==> src/rtl/bcd_pkg.sv <==
// Shared types and constants for the digit-serial BCD adder/subtractor.
package bcd_pkg;

   typedef enum logic [1:0] {IDLE, ADD, FIX, DONE} state_e;

   typedef logic [3:0] digit_t;

   localparam digit_t BCD_NINE = 4'd9;
   localparam digit_t BCD_CORR = 4'd6;

endpackage

==> src/rtl/bcd_serial_addsub_if.sv <==
// Start/done operation bus between a controller (master) and the BCD unit (slave).
interface bcd_serial_addsub_if #(
   parameter int unsigned DIGITS = 4
) ();

   logic                  start;
   logic                  sub;
   logic                  cin;
   logic [4*DIGITS-1:0]   a;
   logic [4*DIGITS-1:0]   b;
   logic                  busy;
   logic                  done;
   logic [4*DIGITS-1:0]   s;
   logic                  cout;
   logic                  neg;
   logic                  err;

   modport master (
      output start, sub, cin, a, b,
      input  busy, done, s, cout, neg, err
   );

   modport slave (
      input  start, sub, cin, a, b,
      output busy, done, s, cout, neg, err
   );

endinterface

==> src/rtl/bcd_digit_add.sv <==
// One BCD digit: x + y + carry-in, corrected by +6 when the binary sum exceeds 9.
module bcd_digit_add
   import bcd_pkg::*;
(
   input  digit_t i_x,
   input  digit_t i_y,
   input  logic   i_ci,
   output digit_t o_d,
   output logic   o_co
);

   logic [4:0] w_sum;

   always_comb begin
      w_sum = {1'b0, i_x} + {1'b0, i_y} + {4'b0000, i_ci};
      o_co  = (w_sum > 5'd9);
      o_d   = o_co ? (w_sum[3:0] + BCD_CORR) : w_sum[3:0];
   end

endmodule

==> src/rtl/bcd_serial_addsub.sv <==
// Digit-serial BCD add/subtract, LSD first; negative differences get a
// second nines-complement pass so s is always a magnitude.
module bcd_serial_addsub
   import bcd_pkg::*;
#(
   parameter int unsigned DIGITS = 4
) (
   input  logic                 clk,
   input  logic                 rst,
   bcd_serial_addsub_if.slave   bus
);

   localparam int unsigned W     = 4 * DIGITS;
   localparam int unsigned IDX_W = $clog2(DIGITS) + 1;
   localparam logic [IDX_W-1:0] LAST_IDX = IDX_W'(DIGITS - 1);

   state_e            r_state, w_state_nxt;
   logic [W-1:0]      r_a, r_b, r_s;
   logic [IDX_W-1:0]  r_idx;
   logic              r_sub, r_carry, r_cout, r_neg, r_err;

   digit_t            w_x, w_y, w_dig;
   logic              w_co, w_last;

   function automatic logic has_bad(input logic [W-1:0] v);
      logic bad;
      bad = 1'b0;
      for (int i = 0; i < int'(DIGITS); i++) begin
         if (v[4*i +: 4] > BCD_NINE) bad = 1'b1;
      end
      return bad;
   endfunction

   // Operands are shifted right each cycle, so digit [3:0] is always the current one.
   always_comb begin
      w_x = r_a[3:0];
      w_y = r_sub ? (BCD_NINE - r_b[3:0]) : r_b[3:0];
      if (r_state == FIX) begin
         w_x = BCD_NINE - r_s[3:0];
         w_y = '0;
      end
   end

   bcd_digit_add u_digit_add (
      .i_x  (w_x),
      .i_y  (w_y),
      .i_ci (r_carry),
      .o_d  (w_dig),
      .o_co (w_co)
   );

   assign w_last = (r_idx == LAST_IDX);

   always_comb begin
      w_state_nxt = r_state;
      case (r_state)
         IDLE:    if (bus.start) w_state_nxt = ADD;
         ADD:     if (w_last) w_state_nxt = (r_sub && !w_co) ? FIX : DONE;
         FIX:     if (w_last) w_state_nxt = DONE;
         DONE:    w_state_nxt = bus.start ? ADD : IDLE;
         default: w_state_nxt = IDLE;
      endcase
   end

   always_ff @(posedge clk or posedge rst) begin
      if (rst) begin
         r_state <= IDLE;
         r_a     <= '0;
         r_b     <= '0;
         r_s     <= '0;
         r_idx   <= '0;
         r_sub   <= 1'b0;
         r_carry <= 1'b0;
         r_cout  <= 1'b0;
         r_neg   <= 1'b0;
         r_err   <= 1'b0;
      end else begin
         r_state <= w_state_nxt;
         case (r_state)
            IDLE, DONE: begin
               if (bus.start) begin
                  r_a     <= bus.a;
                  r_b     <= bus.b;
                  r_sub   <= bus.sub;
                  r_carry <= bus.sub | bus.cin;
                  r_idx   <= '0;
                  r_err   <= has_bad(bus.a) | has_bad(bus.b);
               end
            end
            ADD: begin
               r_a     <= r_a >> 4;
               r_b     <= r_b >> 4;
               r_s     <= W'({w_dig, r_s} >> 4);
               r_carry <= w_co;
               r_idx   <= r_idx + IDX_W'(1);
               if (w_last) begin
                  r_idx   <= '0;
                  r_carry <= 1'b1;
                  r_cout  <= w_co;
                  r_neg   <= r_sub & ~w_co;
               end
            end
            FIX: begin
               r_s     <= W'({w_dig, r_s} >> 4);
               r_carry <= w_co;
               r_idx   <= r_idx + IDX_W'(1);
            end
            default: ;
         endcase
      end
   end

   assign bus.busy = (r_state == ADD) || (r_state == FIX);
   assign bus.done = (r_state == DONE);
   assign bus.s    = r_s;
   assign bus.cout = r_cout;
   assign bus.neg  = r_neg;
   assign bus.err  = r_err;

endmodule

==> src/flat_wrapper.sv <==
// flat-port wrapper written by rule: the top's interface ports become plain ports
module bcd_serial_addsub_flat import bcd_pkg::*;
#(
   parameter int unsigned DIGITS = 4
)
  (clk, rst, bus_start, bus_sub, bus_cin, bus_a, bus_b, bus_busy, bus_done, bus_s, bus_cout, bus_neg, bus_err);
  bcd_serial_addsub_if #(.DIGITS(DIGITS)) bus_i ();
  input  logic clk;
  input  logic rst;
  input wire logic [$bits(bus_i.start)-1:0] bus_start;
  input wire logic [$bits(bus_i.sub)-1:0] bus_sub;
  input wire logic [$bits(bus_i.cin)-1:0] bus_cin;
  input wire logic [$bits(bus_i.a)-1:0] bus_a;
  input wire logic [$bits(bus_i.b)-1:0] bus_b;
  output wire logic [$bits(bus_i.busy)-1:0] bus_busy;
  output wire logic [$bits(bus_i.done)-1:0] bus_done;
  output wire logic [$bits(bus_i.s)-1:0] bus_s;
  output wire logic [$bits(bus_i.cout)-1:0] bus_cout;
  output wire logic [$bits(bus_i.neg)-1:0] bus_neg;
  output wire logic [$bits(bus_i.err)-1:0] bus_err;
  assign bus_i.start = bus_start;
  assign bus_i.sub = bus_sub;
  assign bus_i.cin = bus_cin;
  assign bus_i.a = bus_a;
  assign bus_i.b = bus_b;
  assign bus_busy = bus_i.busy;
  assign bus_done = bus_i.done;
  assign bus_s = bus_i.s;
  assign bus_cout = bus_i.cout;
  assign bus_neg = bus_i.neg;
  assign bus_err = bus_i.err;
  bcd_serial_addsub #(.DIGITS(DIGITS)) u_core (.clk(clk), .rst(rst), .bus(bus_i));
endmodule
==> config.mk <==
export PLATFORM = sky130hd
export DESIGN_NAME = bcd_serial_addsub_flat
export DESIGN_NICKNAME = d
export VERILOG_FILES = /design/src/rtl/bcd_pkg.sv /design/src/rtl/bcd_serial_addsub_if.sv /design/src/rtl/bcd_digit_add.sv /design/src/rtl/bcd_serial_addsub.sv /design/src/flat_wrapper.sv
export SDC_FILE = /design/constraint.sdc
export NUM_CORES = 1
export LEC_CHECK = 0
export ABC_AREA = 1
export BUFFER_PORTS_ARGS = -buffer_cell sky130_fd_sc_hd__buf_2
export CAP_MARGIN = 20
export CELL_PAD_IN_SITES_DETAIL_PLACEMENT = 2
export CELL_PAD_IN_SITES_GLOBAL_PLACEMENT = 2
export CORE_UTILIZATION = 25
export CTS_CLUSTER_SIZE = 40
export DETAILED_ROUTE_END_ITERATION = 12
export PLACE_DENSITY = 0.6
export SKIP_LAST_GASP = 1
export SYNTH_ARGS = -nofsm -noshare
export SYNTH_HDL_FRONTEND = slang
export SYNTH_SLANG_ARGS = --single-unit
==> constraint.sdc <==
create_clock -name clk -period 7.6 [get_ports clk]
set_clock_uncertainty 0.2 [all_clocks]
set_input_delay 0.76 -clock clk [delete_from_list [all_inputs] [get_ports clk]]
set_output_delay 0.76 -clock clk [all_outputs]
set_load 0.01 [all_outputs]
# Word-level counts from Yosys, hierarchy flattened
# Cells that the tools add are included.
word_totals:
  out_inout_bits: 21
  wordCells: 80
  register_bits: 58
  input_bits: 37
op_classes:
  mux: 32
  n_addsub: 6
  n_reduce_logical: 11
  n_eq_ne: 8
  n_lt_le_gt_ge: 9
  bitwise: 4
ops:
  columns: ["cell", "count"]
  rows:
  - ["16-bit one-hot mux with 2 select lines", 2]
  - ["4-bit > comparator (second input constant)", 8]
  - ["16-bit 2-to-1 mux", 2]
  - ["1-bit 2-to-1 mux", 16]
  - ["4-bit 2-to-1 mux", 4]
  - ["3-bit one-hot mux with 3 select lines", 1]
  - ["2-bit one-hot mux with 4 select lines", 1]
  - ["4-bit subtractor (first input constant)", 2]
  - ["2-bit 2-to-1 mux", 3]
  - ["3-bit 2-to-1 mux", 2]
  - ["2-bit AND reduction", 3]
  - ["4-bit by 4-bit adder with 5-bit output", 1]
  - ["5-bit by 1-bit adder with 5-bit output", 1]
  - ["5-bit by 4-bit > comparator with 1-bit output (second input constant)", 1]
  - ["4-bit by 3-bit adder with 4-bit output (second input constant)", 1]
  - ["2-bit == test (second input constant)", 2]
  - ["2-bit by 1-bit != test with 1-bit output (second input constant)", 2]
  - ["2-bit != test (second input constant)", 2]
  - ["2-bit OR reduction", 2]
  - ["3-bit by 1-bit adder with 3-bit output (second input constant)", 1]
  - ["3-bit by 2-bit == test with 1-bit output (second input constant)", 1]
  - ["1-bit one-hot mux with 3 select lines", 1]
  - ["3-bit AND reduction", 1]
  - ["2-bit by 1-bit == test with 1-bit output (second input constant)", 1]
  - ["8 further kinds", 9]

# Depth between registers and ports, before layout
# Gate-level depths: netlist of the first run.
logic_depth:
  word_depth: 11
  ltp_mapped: 22
  depth_no_buf: 21

# Hierarchy
# Synthesis of the first run repeated with hierarchy kept, for this count alone.
hier_totals:
  hier_cells: 380
  hier_area_um2: 3084.2
by_module_without_submodules:
  columns: ["mod", "area_per_inst_um2", "seq_area_each_um2", "instances", "cells_per_inst"]
  rows:
  - ["bcd_serial_addsub", 2785.2, 1451.4, 1, 335]
  - ["bcd_digit_add", 299.0, 0.0, 1, 45]

# Worst setup path before layout of the first run
# Ideal clock, no wire load.
synth_timing:
  kind: "register to register"
  from: "register u_core.r_state[0]"
  to: "register u_core.r_s[14], in the netlist u_core.bus.s[14]"
  synth_period_minus_slack_ns: 3.036
  path_stages_with_launch: 20
  slack_ns: 4.564
  setup_time_ns: 0.117
  path_buffers: 1
  arrival_time_ns: 2.718
  cell_sequence: "dfrtp_1 inv_1 ha_1 buf_2 a21oi_1 o21ai_0 fa_1 inv_1 fa_1 inv_1 ha_1 inv_1 o21ai_0 nand2_1 inv_2 nand2_4 nand2_2 nand2_1 nand3_1 nand2_1"
synth_between:
  elab_chain_cells: 6
synth_lines:
  columns: ["item", "line", "rtl"]
  rows:
  - ["start: declaration", "bcd_serial_addsub.sv:17", "state_e r_state, w_state_nxt;"]
  - ["start signal: assignment", "bcd_serial_addsub.sv:78", "r_state <= w_state_nxt;"]
  - ["2-bit == test", "bcd_serial_addsub.sv:38, bcd_serial_addsub.sv:79", null]
  - ["4-bit 2-to-1 mux", "bcd_serial_addsub.sv:38", "if (r_state == FIX) begin"]
  - ["4-bit by 4-bit adder with 5-bit output", "bcd_digit_add.sv:15", "w_sum = {1'b0, i_x} + {1'b0, i_y} + {4'b0000, i_ci};"]
  - ["5-bit by 1-bit adder with 5-bit output", "bcd_digit_add.sv:15", null]
  - ["4-bit by 3-bit adder with 4-bit output or 5-bit by 4-bit > comparator with 1-bit output (tied branches)", "bcd_digit_add.sv:17, bcd_digit_add.sv:16", null]
  - ["4-bit 2-to-1 mux", "bcd_digit_add.sv:17", "o_d = o_co ? (w_sum[3:0] + BCD_CORR) : w_sum[3:0];"]
  - ["end signal: assignment", "bcd_serial_addsub.sv:93", "r_s <= W'({w_dig, r_s} >> 4);"]
  - ["end signal: assignment", "bcd_serial_addsub.sv:104", "r_s <= W'({w_dig, r_s} >> 4);"]
  - ["end: declaration", "bcd_serial_addsub.sv:18", "logic [W-1:0] r_a, r_b, r_s;"]
# Several ways; a longest one is shown, not always the timed one.
# A chain may end at the register's enable or synchronous reset.

# Worst setup path in the final report of the first run
layout_timing:
  from: "register u_core.r_state[0]"
  to: "register u_core.r_s[15], in the netlist u_core.bus.s[15]"
# The elaborated chain is that of the path after synthesis.

==> impl_results.rst, run 1 <==
.. list-table::
   :header-rows: 1

   * - Metric
     - Value
   * - Total Die Area
     - 0.0128 mm2
   * - Final number of setup-violating endpoints
     - 0
   * - Flip-flop and latch count after synthesis
     - 58
   * - Most frequent cell after synthesis
     - sky130_fd_sc_hd__nand2_1
   * - Number of distinct standard cells referenced by the synthesized netlist
     - 29
   * - Fill count
     - 1,380
   * - Outcome
     - complete, no violations
   * - Mean Syn Cell Area
     - 8.15 um2
   * - Buffer cell driving the clock tree root
     - sky130_fd_sc_hd__clkbuf_16
   * - Area Growth Syn to Fin
     - 22.9%
   * - Hold-fix buffers at CTS
     - 0
   * - Routability cong.
     - 0.757
   * - Hold Vio Cnt, Final
     - 0
   * - Cell area after technology mapping
     - 0.00310 mm2
   * - Ys async rst share
     - 100%
   * - Clock net sink count
     - 58
   * - Final max-slew violation count
     - 0
   * - DIE HEIGHT
     - 113 um
   * - Number of setup buffers added after CTS
     - 0
   * - Layout cell share with drive strength beyond 1
     - 19.8%
   * - Routed via count
     - 2,736
   * - Unrepaired setup endpoints after global routing
     - no
   * - Post_cts resized
     - 0
   * - Number of antenna violations at the first check in global routing
     - 0
   * - Vias per cell
     - 4.51
   * - Final period demand of the worst path
     - 3400 ps
   * - Number of enable flip-flop cells after synthesis
     - 0
   * - Count of yosys warnings during synthesis
     - 0
   * - Post-route design area
     - 0.00381 mm2
   * - Overall die width
     - 113 um
   * - Gate count of the mapped netlist
     - 380
   * - Most congested layer reported by global routing
     - met2
   * - Number of inserted diodes
     - 0
   * - Fraction of met2 tracks used by global routing
     - 26.6%
   * - Area of the core region
     - 0.0121 mm2
   * - Cell total after placement
     - 591
   * - Antenna viol nets, final
     - 0
   * - Num ports
     - 58
   * - CTS Buffer Depth
     - 2
   * - Max Fanout on Critical Path
     - 11
   * - Global Route met3 Usage
     - 4.02%
   * - Sort of element at the end of the critical path
     - flip-flop
   * - Sequential fraction of the synthesis area
     - 46.8%
   * - Global-route usage over all layers
     - 15.5%
   * - Area share of the leading cell type in the synthesized netlist
     - 46.8%
   * - Area post-placement
     - 0.00351 mm2
   * - Top cells by area in the synthesized netlist
     - sky130_fd_sc_hd__dfrtp_1, sky130_fd_sc_hd__nand2_1, sky130_fd_sc_hd__ha_1
   * - Std-Cell Rows
     - 40
   * - Via count of the first global-routing pass
     - 3,044
   * - Post-DP HPWL
     - 6.47 mm
   * - DR WL/cell
     - 14.6 um
   * - Required time of the critical path
     - 7660 ps
   * - Count of routing violations after the opening detailed-route iteration
     - 74
   * - Max cap viols
     - 0
   * - Maximum number of pins on one net before global-route repair
     - 59
   * - First-pass iteration count of the detailed router
     - 7
   * - Num CTS Buffers
     - 9
   * - WP data arrival
     - 3460 ps
   * - Commonest cells in the netlist
     - sky130_fd_sc_hd__nand2_1, sky130_fd_sc_hd__dfrtp_1, sky130_fd_sc_hd__inv_1, sky130_fd_sc_hd__o21ai_0, sky130_fd_sc_hd__nor2_1
   * - CTS H-Tree Depth
     - 3
   * - Biggest area consumer among synthesized cells
     - sky130_fd_sc_hd__dfrtp_1
   * - Syn Nets
     - 434
   * - Wire length after detailed routing
     - 8.86 mm
   * - Most used flip-flop cell after synthesis
     - sky130_fd_sc_hd__dfrtp_1
   * - Source-to-sink clock delay at the later pin of the worst-skew pair
     - 330 ps
   * - Reg clk slew, reported paths
     - 50 ps
   * - Startpoint type of the worst setup path
     - flip-flop
   * - Number of nets in the final layout
     - 488
   * - Count of port buffers added during placement
     - 57
   * - CTS tree
     - yes
   * - Remaining DRCs
     - 0
   * - Transition at the pin with the smallest max-transition slack
     - 864 ps
   * - Tightest slew margin relative to the limit
     - 42.4%
   * - Sum of overflow across all layers after global routing
     - 0
   * - Final sum of negative setup slack
     - 0 ps
   * - Global-route wire length before repair
     - 15.3 mm
   * - Final core area utilization
     - 31.6%
   * - Initial standard-cell utilization of the core
     - 25.7%
   * - GR Util met1
     - 19.1%
   * - Class of the most critical setup path
     - reg -> reg
   * - Final std cells w/o fill
     - 607
   * - Path category of the worst min-delay check
     - reg -> reg
   * - Period Utilization, post-route
     - 44.7%
   * - Upper clock frequency limit
     - 294 MHz
==> worst max-delay path, stage by stage, from the launching register on <==
cell	delay, ps
sky130_fd_sc_hd__dfrtp_1	410
sky130_fd_sc_hd__inv_1	130
sky130_fd_sc_hd__ha_1	400
sky130_fd_sc_hd__o21ai_0	170
sky130_fd_sc_hd__fa_1	400
sky130_fd_sc_hd__inv_1	120
sky130_fd_sc_hd__fa_1	470
sky130_fd_sc_hd__inv_1	130
sky130_fd_sc_hd__ha_1	160
sky130_fd_sc_hd__inv_1	40
sky130_fd_sc_hd__o21ai_0	140
sky130_fd_sc_hd__nand2_1	110
sky130_fd_sc_hd__inv_2	70
sky130_fd_sc_hd__nand2_4	70
sky130_fd_sc_hd__nand2_2	90
sky130_fd_sc_hd__nand2_1	60
sky130_fd_sc_hd__nand2_1	50
sky130_fd_sc_hd__nand2_1	50
sky130_fd_sc_hd__nand2_1	80
==> kinds of logic after synthesis <==
logic type / synth area share (%)
and+or+nand+nor: 22.8
xor gates and xnor gates: 0.283
DFF: 46.8
adders and majority gates: 7.35
AOI/OAI and AO/OA: 14.3
buffers and inverters: 8.44
==> through the flow <==
| step | hold WS (ps) | setup WS (ps) |
|---|---|---|
| after floorplan | 251 | 4560 |
| after global placement | 271 | 4350 |
| after detailed placement | 285 | 4200 |
| after CTS | 298 | 4160 |
| after global routing | 326 | 3890 |
| final | 289 | 4200 |
==> metal layers <==
metal,vias to the layer above,wire length [um]
met3,10,299
met5,-,0
met1,1339,4110
met4,0,93
li1,1346,-
met2,41,4360
==> final timing paths <==
| kind | from | to | slack (ps) | cells past startpoint |
|---|---|---|---|---|
| setup reg to reg | u_core.r_state[0] | u_core.bus.s[15] | 4200 | 18 |
| min in group asynchronous | rst | u_core.r_a[5] | 460 | 3 |
| hold reg to reg | u_core.r_idx[0] | u_core.r_idx[0] | 290 | 1 |
| setup / recovery | u_core.r_state[0] | u_core.bus.s[15] | 4200 | 18 |
| max in group asynchronous | rst | u_core.r_a[4] | 6230 | 3 |
| hold / removal | u_core.r_idx[0] | u_core.r_idx[0] | 290 | 1 |
==> registers in the layout, indices dropped and copies added, names as in the netlist <==
signal,flops
u_core.bus.cout,1
u_core.bus.s,16
u_core.r_b,16
u_core.bus.neg,1
u_core.r_a,16
u_core.r_sub,1
u_core.r_state,2
u_core.r_idx,3
u_core.bus.err,1
u_core.r_carry,1
==> area by class of cell <==
cell class,instances,area (um2),area share (%)
timing repair buffer,59,300,7.89
clock buffer,14,264,6.93
sequential,58,1450,38.1
clock inverter,2,35.0,0.920
multi-input combinational,263,1390,36.4
inverter,43,161,4.24
tap,168,210,5.52
==> layout by cell type (no fill, tap or decap), types with 3 or more instances in the layout <==
cell type                   count
sky130_fd_sc_hd__a21oi_1        6
sky130_fd_sc_hd__a31oi_1       19
sky130_fd_sc_hd__buf_2         57
sky130_fd_sc_hd__clkbuf_1       3
sky130_fd_sc_hd__clkbuf_16      9
sky130_fd_sc_hd__dfrtp_1       58
sky130_fd_sc_hd__ha_1          15
sky130_fd_sc_hd__inv_1         36
sky130_fd_sc_hd__inv_2          6
sky130_fd_sc_hd__nand2_1      103
sky130_fd_sc_hd__nand2_2        3
sky130_fd_sc_hd__nand3_1       23
sky130_fd_sc_hd__nor2_1        28
sky130_fd_sc_hd__o211ai_1       6
sky130_fd_sc_hd__o21ai_0       30
sky130_fd_sc_hd__o21ai_1       16
Power of run 1 is not shown: default switching activity piles up to over one toggle a cycle in this logic, so the estimate is an artifact.
==> run 2: changes to the inputs <==
- clock period: 7.6 -> 3.42 ns (I/O delays scaled with it)
==> run 2 against run 1 <==
  * Critical path depth unchanged
  * Via count rose by 0.44%
  * Worst hold slack worse by 260 ps
  * Register-to-register slack worse by 4000 ps
  * Utilization is 0.35 points higher
==> impl_results.rst, run 2 (synthesis gave the netlist of run 1 again) <==
.. list-table::
   :header-rows: 1

   * - Metric
     - Value
   * - DR WL/cell
     - 15.0 um
   * - Clock net sink count
     - 58
   * - Wire length after detailed routing
     - 9.20 mm
   * - DIE HEIGHT
     - 113 um
   * - Fill count
     - 1,402
   * - Number of antenna violations at the first check in global routing
     - 0
   * - Final number of setup-violating endpoints
     - 0
   * - Tightest slew margin relative to the limit
     - 37.2%
   * - Vias per cell
     - 4.48
   * - Remaining DRCs
     - 0
   * - Total Die Area
     - 0.0128 mm2
   * - Sort of element at the end of the critical path
     - flip-flop
   * - Class of the most critical setup path
     - reg -> reg
   * - Global-route usage over all layers
     - 16.0%
   * - Max cap viols
     - 0
   * - Area post-placement
     - 0.00355 mm2
   * - Commonest non-fill, non-tap cell in the layout
     - sky130_fd_sc_hd__nand2_1
   * - Overall die width
     - 113 um
   * - Required time of the critical path
     - 3430 ps
   * - Reg clk slew, reported paths
     - 50 ps
   * - Routed via count
     - 2,748
   * - Post-DP HPWL
     - 6.81 mm
   * - Slowest-stage cell, CP
     - sky130_fd_sc_hd__fa_2
   * - Cell chain of the critical path
     - inv_1 -> ha_1 -> a21oi_1 -> o21ai_0 -> fa_1 -> inv_1 -> fa_2 -> inv_1 -> ha_1 -> o21ai_1 -> nand2_1 -> inv_2 -> nand2_4 -> nand2_2 -> nand2_1 -> nand2_1 -> nand2_1 -> nand2_1
   * - Maximum number of pins on one net before global-route repair
     - 51
   * - Global-route wire length before repair
     - 15.8 mm
   * - Via count of the first global-routing pass
     - 3,136
   * - Transition at the pin with the smallest max-transition slack
     - 941 ps
   * - Number of nets in the final layout
     - 495
   * - Antenna viol nets, final
     - 0
   * - Outcome
     - complete, no violations
   * - Routability cong.
     - 0.763
   * - Worst path buffer plus inverter count
     - 4
   * - CTS Buffer Depth
     - 2
   * - Crit-path leading delay family
     - adder cells
   * - Cell occurring most often along the worst timing path
     - sky130_fd_sc_hd__nand2_1
   * - Count of port buffers added during placement
     - 57
   * - Count of routing violations after the opening detailed-route iteration
     - 60
   * - Layout cell share with drive strength beyond 1
     - 21.3%
   * - Crit-path max cell delay
     - 480 ps
   * - Sum of overflow across all layers after global routing
     - 0
   * - Unrepaired setup endpoints after global routing
     - yes
   * - Final max-slew violation count
     - 0
   * - Area Growth Syn to Fin
     - 24.3%
   * - Number of inserted diodes
     - 0
   * - Num ports
     - 58
   * - Std-Cell Rows
     - 40
   * - Hold Vio Cnt, Final
     - 0
   * - CTS H-Tree Depth
     - 3
   * - Max Fanout on Critical Path
     - 5
   * - Startpoint type of the worst setup path
     - flip-flop
   * - Upper clock frequency limit
     - 313 MHz
   * - Buffer cell driving the clock tree root
     - sky130_fd_sc_hd__clkbuf_16
   * - Post-route design area
     - 0.00385 mm2
   * - First-pass iteration count of the detailed router
     - 4
   * - Period Utilization, post-route
     - 93.4%
   * - Commonest cells after routing, fill and taps aside
     - sky130_fd_sc_hd__nand2_1, sky130_fd_sc_hd__dfrtp_1, sky130_fd_sc_hd__buf_2, sky130_fd_sc_hd__inv_1, sky130_fd_sc_hd__o21ai_0
   * - Final period demand of the worst path
     - 3190 ps
   * - Path category of the worst min-delay check
     - in -> async
   * - Hold-fix buffers at CTS
     - 0
   * - Source-to-sink clock delay at the later pin of the worst-skew pair
     - 320 ps
   * - Num CTS Buffers
     - 9
   * - Area of the core region
     - 0.0121 mm2
   * - Initial standard-cell utilization of the core
     - 25.7%
   * - WP data arrival
     - 3210 ps
   * - CTS tree
     - yes
==> run 2: cell types whose count changed in the layout (fill, tap and decap cells not counted) <==
| cell | previous run | this run |
|---|---|---|
| sky130_fd_sc_hd__o21ai_1 | 16 | 17 |
| sky130_fd_sc_hd__buf_4 | 2 | 9 |
| sky130_fd_sc_hd__clkbuf_8 | 2 | 1 |
| sky130_fd_sc_hd__o21ai_0 | 30 | 29 |
| sky130_fd_sc_hd__clkinv_2 | 1 | 2 |
| sky130_fd_sc_hd__fa_2 | 0 | 1 |
| sky130_fd_sc_hd__clkbuf_1 | 3 | 2 |
| sky130_fd_sc_hd__fa_1 | 2 | 1 |
==> run 2: area by class of cell <==
type                            instances  area [um2]  share of cell area (%)
Sequential cell                        58        1450                    37.7
Multi-Input combinational cell        263        1390                    36.0
Timing Repair Buffer                   66         353                    9.16
Clock buffer                           12         246                    6.40
Tap cell                              168         210                    5.46
Inverter                               43         161                    4.19
Clock inverter                          3        40.0                    1.04
==> run 2: worst paths after layout <==
kind	startpoint	to	slack, ps	depth (start not counted)
min in group clk	bus_b[12]	u_core.r_b[12]	60	3
worst max-delay path	u_core.r_state[0]	u_core.bus.s[15]	230	18
worst min register to register	u_core.r_idx[0]	u_core.r_idx[0]	290	1
max in group asynchronous	rst	u_core.bus.s[5]	2290	3
worst max register to register	u_core.r_state[0]	u_core.bus.s[15]	230	18
worst min-delay path	rst	u_core.r_idx[0]	30	2
==> run 2: what timing repair did <==
item / CTS / global route
endpoints found under the setup margin: 0 / 5
gates resized for setup: 0 / 2
setup buffers: 0 / 1
==> run 2: routing by layer <==
layer / wire (um) / GRT usage [%]
met5: 0 / 0
met2: 4540 / 28.3
met1: 4270 / 19.4
met3: 256 / 3.21
met4: 131 / 5.44
==> run 2: metrics by stage <==
| stage | setup TNS (ps) | setup WS [ps] | utilization, % | instances | hold WS, ps |
|---|---|---|---|---|---|
| final | 0 | 227 | 31.9 | 613 | 28.2 |
| after global routing | -12.2 | -7.54 | 31.9 | 613 | 61.0 |
| after CTS | 0 | 160 | 31.8 | 612 | 52.7 |
| after detailed placement | 0 | 182 | 29.5 | 597 | 285 |
| after global placement | 0 | 325 | 29.5 | 597 | 266 |
| after floorplan | 0 | 384 | - | 380 | 251 |
Power of run 2 is left out for the same reason.
